**src/rtl/spi_slave_byte.sv**
```systemverilog
// SPI mode-0 byte slave: pins synchronised into sysClk_i, MSB-first RX register
// and a one-entry TX holding buffer feeding the MISO shift register.
module spi_slave_byte #(
    parameter int unsigned SYNC_STAGES = 2,
    parameter logic [7:0]  IDLE_BYTE   = 8'h00
) (
    input  logic       sysClk_i,
    input  logic       reset_i,
    input  logic       SPI_Clk_i,
    input  logic       SPI_CS_i_n,
    input  logic       SPI_MOSI_i,
    output logic       SPI_MISO_o,
    input  logic       wr_i_n,
    input  logic [7:0] byte_to_send,
    output logic       tx_ready_o,
    output logic       tx_underrun_o,
    output logic [7:0] byte_received_o,
    output logic       rx_valid_o,
    output logic       busy_o
);

    localparam int unsigned BYTE_W = 8;
    localparam int unsigned CNT_W  = 3;

    localparam logic [1:0] ST_IDLE  = 2'd0;
    localparam logic [1:0] ST_LOAD  = 2'd1;
    localparam logic [1:0] ST_SHIFT = 2'd2;

    logic [SYNC_STAGES-1:0] sck_sync_q, sck_sync_d;
    logic [SYNC_STAGES-1:0] cs_sync_q, cs_sync_d;
    logic [SYNC_STAGES-1:0] mosi_sync_q, mosi_sync_d;
    logic                   sck_prev_q, sck_prev_d;
    logic                   cs_prev_q, cs_prev_d;

    logic [1:0]        state_q, state_d;
    logic [CNT_W-1:0]  bitcnt_q, bitcnt_d;
    logic [BYTE_W-1:0] shift_q, shift_d;
    logic [BYTE_W-2:0] rx_q, rx_d;
    logic [BYTE_W-1:0] buf_q, buf_d;
    logic              tx_ready_q, tx_ready_d;
    logic              underrun_q, underrun_d;
    logic [BYTE_W-1:0] byte_rx_q, byte_rx_d;
    logic              rx_valid_q, rx_valid_d;
    logic              busy_q, busy_d;
    logic              miso_q, miso_d;

    logic sck_s, cs_s, mosi_s;
    logic sck_rise, sck_fall, cs_fall, cs_rise;
    logic load;

    assign sck_s  = sck_sync_q[SYNC_STAGES-1];
    assign cs_s   = cs_sync_q[SYNC_STAGES-1];
    assign mosi_s = mosi_sync_q[SYNC_STAGES-1];

    assign sck_rise = sck_s & ~sck_prev_q;
    assign sck_fall = ~sck_s & sck_prev_q;
    assign cs_fall  = ~cs_s & cs_prev_q;
    assign cs_rise  = cs_s & ~cs_prev_q;

    // Synchroniser shift chains and edge-detect history
    always_comb begin
        sck_sync_d  = {sck_sync_q[SYNC_STAGES-2:0], SPI_Clk_i};
        cs_sync_d   = {cs_sync_q[SYNC_STAGES-2:0], SPI_CS_i_n};
        mosi_sync_d = {mosi_sync_q[SYNC_STAGES-2:0], SPI_MOSI_i};
        sck_prev_d  = sck_s;
        cs_prev_d   = cs_s;
    end

    always_comb begin
        state_d    = state_q;
        bitcnt_d   = bitcnt_q;
        shift_d    = shift_q;
        rx_d       = rx_q;
        buf_d      = buf_q;
        tx_ready_d = tx_ready_q;
        byte_rx_d  = byte_rx_q;
        rx_valid_d = 1'b0;
        underrun_d = 1'b0;
        load       = 1'b0;

        case (state_q)
            ST_IDLE: begin
                if (cs_fall) begin
                    state_d = ST_LOAD;
                end
            end
            ST_LOAD: begin
                load     = 1'b1;
                bitcnt_d = '0;
                state_d  = ST_SHIFT;
            end
            ST_SHIFT: begin
                if (cs_rise) begin
                    // Partial byte is dropped; MISO idles low until the next LOAD
                    state_d  = ST_IDLE;
                    bitcnt_d = '0;
                    shift_d  = '0;
                end else if (sck_rise) begin
                    rx_d     = {rx_q[BYTE_W-3:0], mosi_s};
                    bitcnt_d = bitcnt_q + CNT_W'(1);
                    if (bitcnt_q == CNT_W'(7)) begin
                        byte_rx_d  = {rx_q, mosi_s};
                        rx_valid_d = 1'b1;
                    end
                end else if (sck_fall) begin
                    if (bitcnt_q != '0) begin
                        shift_d = {shift_q[BYTE_W-2:0], 1'b0};
                    end else begin
                        load = 1'b1;
                    end
                end
            end
            default: begin
                state_d = ST_IDLE;
            end
        endcase

        // Load takes the held byte before this cycle's write can refill the buffer
        if (load) begin
            if (!tx_ready_q) begin
                shift_d    = buf_q;
                tx_ready_d = 1'b1;
            end else begin
                shift_d    = IDLE_BYTE;
                underrun_d = 1'b1;
            end
        end

        if (!wr_i_n && tx_ready_q) begin
            buf_d      = byte_to_send;
            tx_ready_d = 1'b0;
        end

        busy_d = (state_d != ST_IDLE);
        miso_d = ~cs_s & shift_d[BYTE_W-1];
    end

    always_ff @(posedge sysClk_i) begin
        if (reset_i) begin
            sck_sync_q  <= '0;
            cs_sync_q   <= '1;
            mosi_sync_q <= '0;
            sck_prev_q  <= 1'b0;
            cs_prev_q   <= 1'b1;
            state_q     <= ST_IDLE;
            bitcnt_q    <= '0;
            shift_q     <= '0;
            rx_q        <= '0;
            buf_q       <= '0;
            tx_ready_q  <= 1'b1;
            underrun_q  <= 1'b0;
            byte_rx_q   <= '0;
            rx_valid_q  <= 1'b0;
            busy_q      <= 1'b0;
            miso_q      <= 1'b0;
        end else begin
            sck_sync_q  <= sck_sync_d;
            cs_sync_q   <= cs_sync_d;
            mosi_sync_q <= mosi_sync_d;
            sck_prev_q  <= sck_prev_d;
            cs_prev_q   <= cs_prev_d;
            state_q     <= state_d;
            bitcnt_q    <= bitcnt_d;
            shift_q     <= shift_d;
            rx_q        <= rx_d;
            buf_q       <= buf_d;
            tx_ready_q  <= tx_ready_d;
            underrun_q  <= underrun_d;
            byte_rx_q   <= byte_rx_d;
            rx_valid_q  <= rx_valid_d;
            busy_q      <= busy_d;
            miso_q      <= miso_d;
        end
    end

    assign SPI_MISO_o      = miso_q;
    assign tx_ready_o      = tx_ready_q;
    assign tx_underrun_o   = underrun_q;
    assign byte_received_o = byte_rx_q;
    assign rx_valid_o      = rx_valid_q;
    assign busy_o          = busy_q;

endmodule

```
**config.mk**
```make
export PLATFORM = sky130hd
export DESIGN_NAME = spi_slave_byte
export DESIGN_NICKNAME = d
export VERILOG_FILES = /design/src/rtl/spi_slave_byte.sv
export SDC_FILE = /design/constraint.sdc
export NUM_CORES = 1
export LEC_CHECK = 0
export ABC_CLOCK_PERIOD_IN_PS = 1730
export CAP_MARGIN = 40
export CELL_PAD_IN_SITES_DETAIL_PLACEMENT = 2
export CELL_PAD_IN_SITES_GLOBAL_PLACEMENT = 2
export CORE_AREA = 5 5 88 90
export DETAILED_ROUTE_END_ITERATION = 6
export DIE_AREA = 0 0 93 95
export MAX_ROUTING_LAYER = met4
export PLACE_DENSITY = 0.77
export SLEW_MARGIN = 20
export SYNTH_ARGS = -nofsm -noshare
export SYNTH_HDL_FRONTEND = slang
export SYNTH_SLANG_ARGS = --single-unit
```
**constraint.sdc**
```tcl
create_clock -name sysClk_i -period 1.73 [get_ports sysClk_i]
set_input_delay 0.4325 -clock sysClk_i [delete_from_list [all_inputs] [get_ports sysClk_i]]
set_output_delay 0.4325 -clock sysClk_i [all_outputs]
set_load 0.005 [all_outputs]
```
==> results of run 1 <==
## critical path, cell delays in order (launching register included)
cell and delay, ps:
dfxtp_2 360, inv_4 60, ha_4 230, and3b_2 210
a32oi_4 240, buf_6 150, or2b_1 230, o21ai_1 150
## worst max-delay path by stage
stage	depth (start not counted)	to	slack (ps)	from
after detailed placement	4	shift_q[7]$_SDFF_PP0_	-50	reset_i
after CTS	7	shift_q[7]$_SDFF_PP0_	-40	bitcnt_q[0]$_SDFFE_PP0P_
after global routing	7	shift_q[7]$_SDFF_PP0_	-40	state_q[0]$_SDFF_PP0_
after global placement	4	shift_q[7]$_SDFF_PP0_	-10	reset_i
final	7	shift_q[7]$_SDFF_PP0_	30	state_q[0]$_SDFF_PP0_
after floorplan	6	shift_q[1]$_SDFFE_PP0P_	4	state_q[0]$_SDFF_PP0_
## area by class of cell
| class | instances | area, um^2 | share of cell area, % |
|---|---|---|---|
| repair buffers | 42 | 397 | 15.4 |
| multi-input cells | 137 | 956 | 37.1 |
| well taps | 82 | 103 | 3.98 |
| flip-flops and latches | 49 | 987 | 38.3 |
| clock buffers | 5 | 68.8 | 2.67 |
| clock inverters | 3 | 17.5 | 0.680 |
| inverters | 12 | 47.5 | 1.85 |
## power by group through the flow
stage	registers, mW	logic, mW	clock network [mW]
after floorplan	1.19	0.0887	0
after global placement	1.19	0.168	0
after detailed placement	1.19	0.173	0
after CTS	1.17	0.176	0.698
after global routing	1.17	0.193	0.751
final	1.17	0.176	0.667
## logic make-up (layout without fill, tap and decap cells)
kind of cell | count (synthesis) | after routing | share of synthesized area (%)
AND/OR/NAND/NOR | 81 | 81 | 21.4
flip-flops | 49 | 49 | 49.6
AO/OA/AOI/OAI | 34 | 34 | 12.1
buffers and inverters | 23 | 62 | 4.87
multiplexers | 15 | 15 | 7.59
adder cells (fa/ha/maj) | 7 | 7 | 4.43
## per-layer routing
metal  vias up  GRT usage [%]
met2        23           20.0
met3         5           2.31
li1        789              -
met4         0           4.03
met1       786           15.6
met5         -              -
## metrics by stage
stage	std cells	setup WS, ps	hold WS [ps]	instance area (um^2)
floorplan	209	4.12	389	2000
global placement	321	-14.7	393	2440
detailed placement	321	-52.2	429	2440
CTS	329	-43.3	449	2530
global route	330	-41.8	469	2580
finish	330	32.1	434	2580
## flip-flops by register name, indices dropped and copies added (netlist names)
register,cells
state_q,2
sck_prev_q,1
cs_sync_q,2
tx_ready_o,1
busy_o,1
cs_prev_q,1
rx_valid_o,1
SPI_MISO_o,1
mosi_sync_q,2
tx_underrun_o,1
bitcnt_q,3
rx_q,7
sck_sync_q,2
buf_q,8
byte_received_o,8
shift_q,8
## synthesized netlist by cell type, types with 2 or more instances
cell type / instances / area, um^2
nand3b_1: 2 / 15.0
a221o_1: 6 / 60.1
or2_2: 4 / 25.0
mux2i_1: 15 / 150
ha_1: 7 / 87.6
nand4_1: 5 / 31.3
o21ai_1: 2 / 10.0
and3b_1: 2 / 17.5
nor3_1: 5 / 25.0
nand2_1: 22 / 82.6
nand2b_1: 3 / 18.8
nor2b_1: 8 / 50.1
inv_1: 12 / 45.0
dfxtp_1: 49 / 981
a211oi_1: 2 / 15.0
clkbuf_1: 7 / 26.3
a21oi_1: 14 / 70.1
nor2_1: 21 / 78.8
buf_2: 2 / 10.0
## what timing repair did
item                                    CTS  global route
pin swaps                                 0             6
buffers inserted                          0             1
hold buffers                              0             0
resized for setup                         2            13
endpoints found under the setup margin   10            10
## cell usage in the layout (no fill, tap or decap), types with 2 or more instances in the layout
master,synthesis,routed
a21oi_1,14,14
nand3b_1,2,2
dfxtp_2,0,2
nand2_1,22,22
clkinv_2,0,2
nor2b_1,8,8
ha_1,7,3
buf_4,0,14
and3b_2,0,2
or2_2,4,4
nor3_1,5,5
nand4_1,5,5
mux2i_1,15,15
nor2_1,21,21
ha_2,0,2
dfxtp_1,49,46
o21ai_1,2,2
a221o_1,6,6
inv_1,12,10
ha_4,0,2
clkbuf_8,0,5
nand2b_1,3,3
clkdlybuf4s50_1,0,26
==> results.py, run 1 <==
metrics = {
    "status": {
        "outcome": "finished clean",
    },
    "drt": {
        "dr_wl_met3_um": 144,
        "routedWlPerCell_um": 15.5,
        "via_per_inst": 4.86,
        "wl_met1_mm": 2.39,
        "vias": 1603,
        "ant_nets": 0,
        "highest_layer": "met4",
        "drt_iter0_markers": 100,
        "drc_errors": 0,
        "routed_wl_mm": 5.11,
        "dr_wl_met2_mm": 2.52,
        "dr.pass1.iters": 4,
    },
    "timing": {
        "fmax_mhz": 589,
        "tightest_slew_ps": 427,
        "finalSetupViolCount": 0,
        "finalCritPeriodShare_pct": 98.1,
        "slew_violations": 0,
        "max_slew_margin_pct": 71.3,
        "skew_ps": 3.57,
        "hold_violations": 0,
        "timing.final.crit_period_ps": 1700,
        "rsz0062_at_grt": "true",
        "tns_ps": 0,
    },
    "floorplanning": {
        "initial_core_util_pct": 28.3,
        "ioPinCount": 27,
        "coreArea_mm2": 0.00698,
        "dieArea_mm2": 0.00884,
        "die_x_um": 93,
        "die_y_um": 95,
        "num_rows": 31,
    },
    "pwr": {
        "powerDensity_mw_per_mm2": 780,
        "p_int_mw": 1.52,
        "leakagePower_nw": 1.06,
        "swShare_pct": 24.3,
        "combPwrFrac_pct": 8.8,
        "ir_drop_v": 0.000509,
        "p_clk_share_pct": 33.2,
        "p_sw_uw": 489,
        "finalPower_mw": 2.01,
        "share_seq_of_total_power_pct": 58.1,
    },
    "hold_path": {
        "hold_path_depth": 1,
        "min-delay-start": "cs_sync_q[0]$_SDFF_PP1_",
        "hold_end": "cs_sync_q[1]$_SDFF_PP1_",
        "hold_path_class": "reg -> reg",
    },
    "synth": {
        "postSynth.asyncResetShare_pct": 0,
        "synth_area_mm2": 0.00198,
        "synth_seq_cells": 49,
        "synth_area_per_cell_um2": 9.46,
        "ys.flop_type": "dfxtp_1",
        "synthCells": 209,
        "ys_seq_area_share_pct": 49.6,
        "synth_nets": 230,
        "yosysUniqueCellTypes": 40,
        "ys_warn_count": 0,
        "synth_edf_count": 0,
    },
    "setup_path": {
        "end_kind": "flip-flop",
        "crit_path_max_fanout": 5,
        "worst_setup_path_start_kind": "flip-flop",
        "reg2reg_to": "shift_q[7]$_SDFF_PP0_",
        "reg2reg_depth": 7,
        "critPathKind": "reg -> reg",
        "critPathArrivalTime_ps": 1930,
        "cp_data_required_time_ps": 1960,
        "r2r_start": "state_q[0]$_SDFF_PP0_",
        "ff2ff_setup_slack_ps": 30,
    },
    "clock_network": {
        "cts_buffer_depth": 2,
        "clock_latency_ps": 300,
        "cts_made_buffers": 5,
        "clk_pin_slew_ps": 90,
        "clock-sinks": 49,
        "cts_tree": "done",
        "root_buffer": "clkbuf_8",
        "htree_levels": 2,
    },
    "grt": {
        "grt_pass1_wl_mm": 8.39,
        "grt_start_max_net_pins": 31,
        "grt_pass1_vias": 1685,
        "grt-ovfl-total": 0,
        "grt_use_total_pct": 12.4,
        "grt_antenna_before_repair": 0,
    },
    "finish": {
        "drive_gt1_share_pct": 18.5,
        "nNetsFinal": 268,
        "num_antenna_cells": 0,
        "area_growth_pct": 30.2,
        "fillCellCount": 766,
        "fin_util_pct": 36.9,
    },
    "placement": {
        "dp_hpwl_mm": 3.68,
        "io_buffers": 26,
        "globalplace.congestion": 0.751,
    },
    "run": {
        "cap_violations": 0,
    },
}
Note: power is estimated with default switching activity, not from simulation.
==> inputs of run 2 (changes only) <==
- CTS_CLUSTER_SIZE: default -> 30
- PLACE_DENSITY: 0.77 -> 0.7
==> results.py, run 2 (synthesis gave the netlist of run 1 again) <==
metrics = {
    "status": {
        "outcome": "finished clean",
    },
    "setup_path": {
        "r2r_start": "state_q[0]$_SDFF_PP0_",
        "end_kind": "flip-flop",
        "reg2reg_to": "shift_q[5]$_SDFFE_PP0P_",
        "worst_setup_path_start_kind": "flip-flop",
        "crit_path_max_fanout": 7,
        "crit_family": "compound AO/OA/AOI/OAI gates",
        "cp_cell_sequence": "inv_4 -> ha_4 -> and3b_2 -> a32oi_4 -> nor3_4 -> a221o_1",
        "ff2ff_setup_slack_ps": 60,
        "max_stage_delay_ps": 370,
        "critPathArrivalTime_ps": 1880,
        "critPathKind": "reg -> reg",
        "cp_data_required_time_ps": 1930,
        "slowest_stage": "dfxtp_2",
        "cp.buffers_inverters": 1,
        "reg2reg_depth": 6,
    },
    "finish": {
        "layout_common_cells": "dfxtp_1 (46), clkdlybuf4s50_1 (26), nand2_1 (22), nor2_1 (21), buf_4 (21)",
        "area_growth_pct": 31.9,
        "num_antenna_cells": 0,
        "fillCellCount": 787,
        "multi_input_area_um2": 961,
        "layout_commonest_cell": "dfxtp_1",
        "nNetsFinal": 274,
        "drive_gt1_share_pct": 20.5,
        "fin_area_mm2": 0.00261,
        "area.sequential_um2": 987,
    },
    "placement": {
        "globalplace.congestion": 0.732,
        "dp_hpwl_mm": 3.72,
        "io_buffers": 26,
        "place_area_mm2": 0.00247,
    },
    "pwr": {
        "p_int_mw": 1.53,
        "combPwrFrac_pct": 9.2,
        "powerDensity_mw_per_mm2": 770,
        "share_seq_of_total_power_pct": 58.0,
        "p_clk_share_pct": 32.8,
        "swShare_pct": 24.0,
        "p_sw_uw": 483,
        "ir_drop_v": 0.000373,
        "leakagePower_nw": 1.08,
    },
    "floorplanning": {
        "num_rows": 31,
        "die_x_um": 93,
        "initial_core_util_pct": 28.3,
        "dieArea_mm2": 0.00884,
        "coreArea_mm2": 0.00698,
        "die_y_um": 95,
        "ioPinCount": 27,
    },
    "drt": {
        "routed_wl_mm": 4.96,
        "vias": 1618,
        "routedWlPerCell_um": 14.8,
        "ant_nets": 0,
        "wl_met1_mm": 2.18,
        "dr.pass1.iters": 4,
        "dr_wl_met3_um": 116,
        "drt_iter0_markers": 45,
        "highest_layer": "met4",
        "drc_errors": 0,
        "dr_wl_met2_mm": 2.56,
        "via_per_inst": 4.82,
    },
    "timing": {
        "skew_ps": 10.9,
        "finalSetupViolCount": 0,
        "finalCritPeriodShare_pct": 96.8,
        "rsz0062_at_grt": "true",
        "slew_violations": 0,
        "tns_ps": 0,
        "tightest_slew_ps": 432,
        "hold_violations": 0,
        "hold_ws_ps": 434,
        "max_slew_margin_pct": 71.1,
        "timing.final.crit_period_ps": 1670,
        "fmax_mhz": 597,
    },
    "clock_network": {
        "cts_hold_buf": 0,
        "cts_tree": "done",
        "clock_latency_ps": 310,
        "root_buffer": "clkbuf_8",
        "clock-sinks": 49,
        "cts_made_buffers": 5,
        "clk_pin_slew_ps": 90,
        "htree_levels": 2,
        "cts_buffer_depth": 2,
    },
    "grt": {
        "grt_antenna_before_repair": 0,
        "grt-ovfl-total": 0,
        "grt_pass1_wl_mm": 8.31,
        "grt_start_max_net_pins": 20,
        "grt_pass1_vias": 1775,
        "grt_use_total_pct": 12.4,
    },
    "hold_path": {
        "hold_path_class": "reg -> reg",
        "hold_end": "sck_sync_q[1]$_SDFF_PP0_",
        "min-delay-start": "sck_sync_q[0]$_SDFF_PP0_",
        "hold_path_depth": 1,
    },
    "run": {
        "cap_violations": 0,
    },
}
==> run 2: metrics by stage <==
step                      cells  util, %  power, mW  setup WS (ps)
after floorplan             209        -       1.28           4.12
after global placement      327     35.4       1.37         0.0169
after detailed placement    327     35.4       1.37          -50.8
after CTS                   335     37.0       2.04           5.42
after global routing        336     37.4       2.11          -27.5
final                       336     37.4       2.01           55.5
==> run 2: how the worst max path moves through the flow <==
stage	end	depth (start not counted)	start	slack (ps)
after global placement	shift_q[7]$_SDFF_PP0_	4	reset_i	0.02
after global routing	shift_q[7]$_SDFF_PP0_	7	state_q[0]$_SDFF_PP0_	-30
after detailed placement	shift_q[6]$_SDFFE_PP0P_	7	state_q[1]$_SDFF_PP0_	-50
after floorplan	shift_q[1]$_SDFFE_PP0P_	6	state_q[0]$_SDFF_PP0_	4
final	shift_q[5]$_SDFFE_PP0P_	6	state_q[0]$_SDFF_PP0_	60
after CTS	shift_q[3]$_SDFFE_PP0P_	7	state_q[1]$_SDFF_PP0_	5
==> run 2: what timing repair did <==
item                                    in CTS  in global routing
pin swaps                                    3                  4
buffers inserted                             0                  1
endpoints found under the setup margin      10                 11
hold endpoints to repair                     0                  0
resized for setup                            8                  8
cloned                                       0                  0
==> run 2: per-layer routing <==
metal / global-route usage, % / vias to the layer above
met4: 5.49 / 0
met1: 14.0 / 795
met2: 21.2 / 17
met5: - / -
li1: - / 799
met3: 2.63 / 7
==> run 2: power by group through the flow <==
| stage | clock (mW) | combinational (mW) | sequential [mW] |
|---|---|---|---|
| after floorplan | 0 | 0.0887 | 1.19 |
| after global placement | 0 | 0.175 | 1.19 |
| after detailed placement | 0 | 0.181 | 1.19 |
| after CTS | 0.686 | 0.184 | 1.17 |
| after global routing | 0.737 | 0.205 | 1.17 |
| final | 0.660 | 0.184 | 1.17 |
==> run 2: area by class of cell <==
cell class / count / area share, %
clock buffer: 6 / 2.78
clock inverter: 2 / 0.384
inverter: 12 / 1.82
multi-input combinational: 137 / 36.8
sequential: 49 / 37.8
tap: 82 / 3.93
timing repair buffer: 48 / 16.4
==> inputs of run 3 (changes only) <==
- ABC_CLOCK_PERIOD_IN_PS: 1730 -> default
- MAX_ROUTING_LAYER: met4 -> default
==> results.py, run 3 (synthesis gave the netlist of run 1 again) <==
metrics = {
    "timing": {
        "finalCritPeriodShare_pct": 96.8,
        "fmax_mhz": 597,
        "hold_violations": 0,
        "rsz0062_at_grt": "true",
        "timing.final.ws_setup_ps": 54.6,
        "tightest_slew_ps": 432,
        "skew_ps": 10.8,
        "slew_violations": 0,
        "max_slew_margin_pct": 71.1,
        "finalSetupViolCount": 0,
        "timing.final.crit_period_ps": 1680,
    },
    "grt": {
        "grt_antenna_before_repair": 0,
        "grt_pass1_vias": 1774,
        "grt_use_total_pct": 12.1,
        "grt_pass1_wl_mm": 8.31,
        "grt-ovfl-total": 0,
        "grt_start_max_net_pins": 20,
    },
    "placement": {
        "place_area_mm2": 0.00247,
        "dp_hpwl_mm": 3.72,
        "globalplace.congestion": 0.723,
        "io_buffers": 26,
        "pre_cts_slack_ps": -50.8,
    },
    "finish": {
        "fin_area_mm2": 0.00261,
        "nNetsFinal": 274,
        "layout_commonest_cell": "dfxtp_1",
        "drive_gt1_share_pct": 20.5,
        "layout_common_cells": "dfxtp_1 (46), clkdlybuf4s50_1 (26), nand2_1 (22), nor2_1 (21), buf_4 (21)",
        "num_antenna_cells": 0,
        "area_growth_pct": 31.9,
    },
    "run": {
        "cap_violations": 0,
    },
    "setup_path": {
        "crit_family": "compound AO/OA/AOI/OAI gates",
        "critPathKind": "reg -> reg",
        "max_stage_delay_ps": 370,
        "worst_setup_path_start_kind": "flip-flop",
        "end_kind": "flip-flop",
        "critPathArrivalTime_ps": 1880,
        "crit_path_max_fanout": 7,
        "slowest_stage": "dfxtp_2",
        "cp.buffers_inverters": 1,
        "cp_data_required_time_ps": 1930,
        "cp_cell_sequence": "inv_4 -> ha_4 -> and3b_2 -> a32oi_4 -> nor3_4 -> a221o_1",
    },
    "clock_network": {
        "cts_tree": "done",
        "clock_latency_ps": 310,
        "cts_buffer_depth": 2,
        "htree_levels": 2,
        "clock-sinks": 49,
        "cts_made_buffers": 5,
        "root_buffer": "clkbuf_8",
        "cts_hold_buf": 0,
        "clk_pin_slew_ps": 90,
    },
    "pwr": {
        "powerDensity_mw_per_mm2": 771,
        "leakagePower_nw": 1.08,
        "ir_drop_v": 0.000373,
    },
    "drt": {
        "dr.pass1.iters": 4,
        "vias": 1622,
        "drc_errors": 0,
        "routedWlPerCell_um": 14.8,
        "routed_wl_mm": 4.97,
        "ant_nets": 0,
        "drt_iter0_markers": 39,
        "via_per_inst": 4.83,
    },
    "floorplanning": {
        "initial_core_util_pct": 28.3,
        "die_y_um": 95,
        "coreArea_mm2": 0.00698,
        "dieArea_mm2": 0.00884,
        "ioPinCount": 27,
        "num_rows": 31,
        "die_x_um": 93,
    },
    "hold_path": {
        "hold_path_class": "reg -> reg",
    },
    "status": {
        "outcome": "finished clean",
    },
}
-- run 3: layout make-up --
type	instances	area (um^2)
Inverter	12	47.5
Fill cell	787	4370
Clock inverter	2	10.0
Clock buffer	6	72.6
Multi-Input combinational cell	137	961
Tap cell	82	103
Sequential cell	49	987
Timing Repair Buffer	48	429
-- run 3: per-stage QoR --
stage	cells	TNS (ps)	power, mW	hold WS (ps)	util (%)
final	336	0	2.01	434	37.4
after global routing	336	-41.3	2.11	467	37.4
after CTS	335	0	2.04	446	37.0
after detailed placement	327	-368	1.37	426	35.4
after global placement	327	0	1.37	392	35.4
after floorplan	209	0	1.28	389	-
-- run 3: timing repair --
| item | in CTS | in global routing |
|---|---|---|
| pin swaps | 3 | 4 |
| setup buffers | 0 | 1 |
| setup endpoints to repair | 10 | 11 |
| resized for setup | 8 | 8 |
-- run 3: worst paths after layout --
path / startpoint / to / slack, ps / cells past startpoint
worst min register to register: sck_sync_q[0]$_SDFF_PP0_ / sck_sync_q[1]$_SDFF_PP0_ / 430 / 1
worst max register to register: state_q[0]$_SDFF_PP0_ / shift_q[5]$_SDFFE_PP0P_ / 50 / 6
worst max-delay path: state_q[0]$_SDFF_PP0_ / shift_q[5]$_SDFFE_PP0P_ / 50 / 6
worst min-delay path: sck_sync_q[0]$_SDFF_PP0_ / sck_sync_q[1]$_SDFF_PP0_ / 430 / 1
-- run 3: metal layers --
| layer | wire (um) | global-route usage (%) | vias to the layer above |
|---|---|---|---|
| li1 | - | - | 799 |
| met1 | 2160 | 14.0 | 795 |
| met2 | 2570 | 21.1 | 21 |
| met3 | 133 | 2.79 | 7 |
| met4 | 97 | 5.49 | 0 |
| met5 | 0 | 0 | - |
-- run 3: power breakdown --
| part | internal (mW) | leakage, nW | switching, mW | total, mW |
|---|---|---|---|---|
| Combinational | 0.0960 | 0.635 | 0.0882 | 0.184 |
| Sequential | 1.15 | 0.400 | 0.0154 | 1.17 |
| Clock | 0.281 | 0.0450 | 0.380 | 0.661 |
| Total | 1.53 | 1.08 | 0.483 | 2.01 |
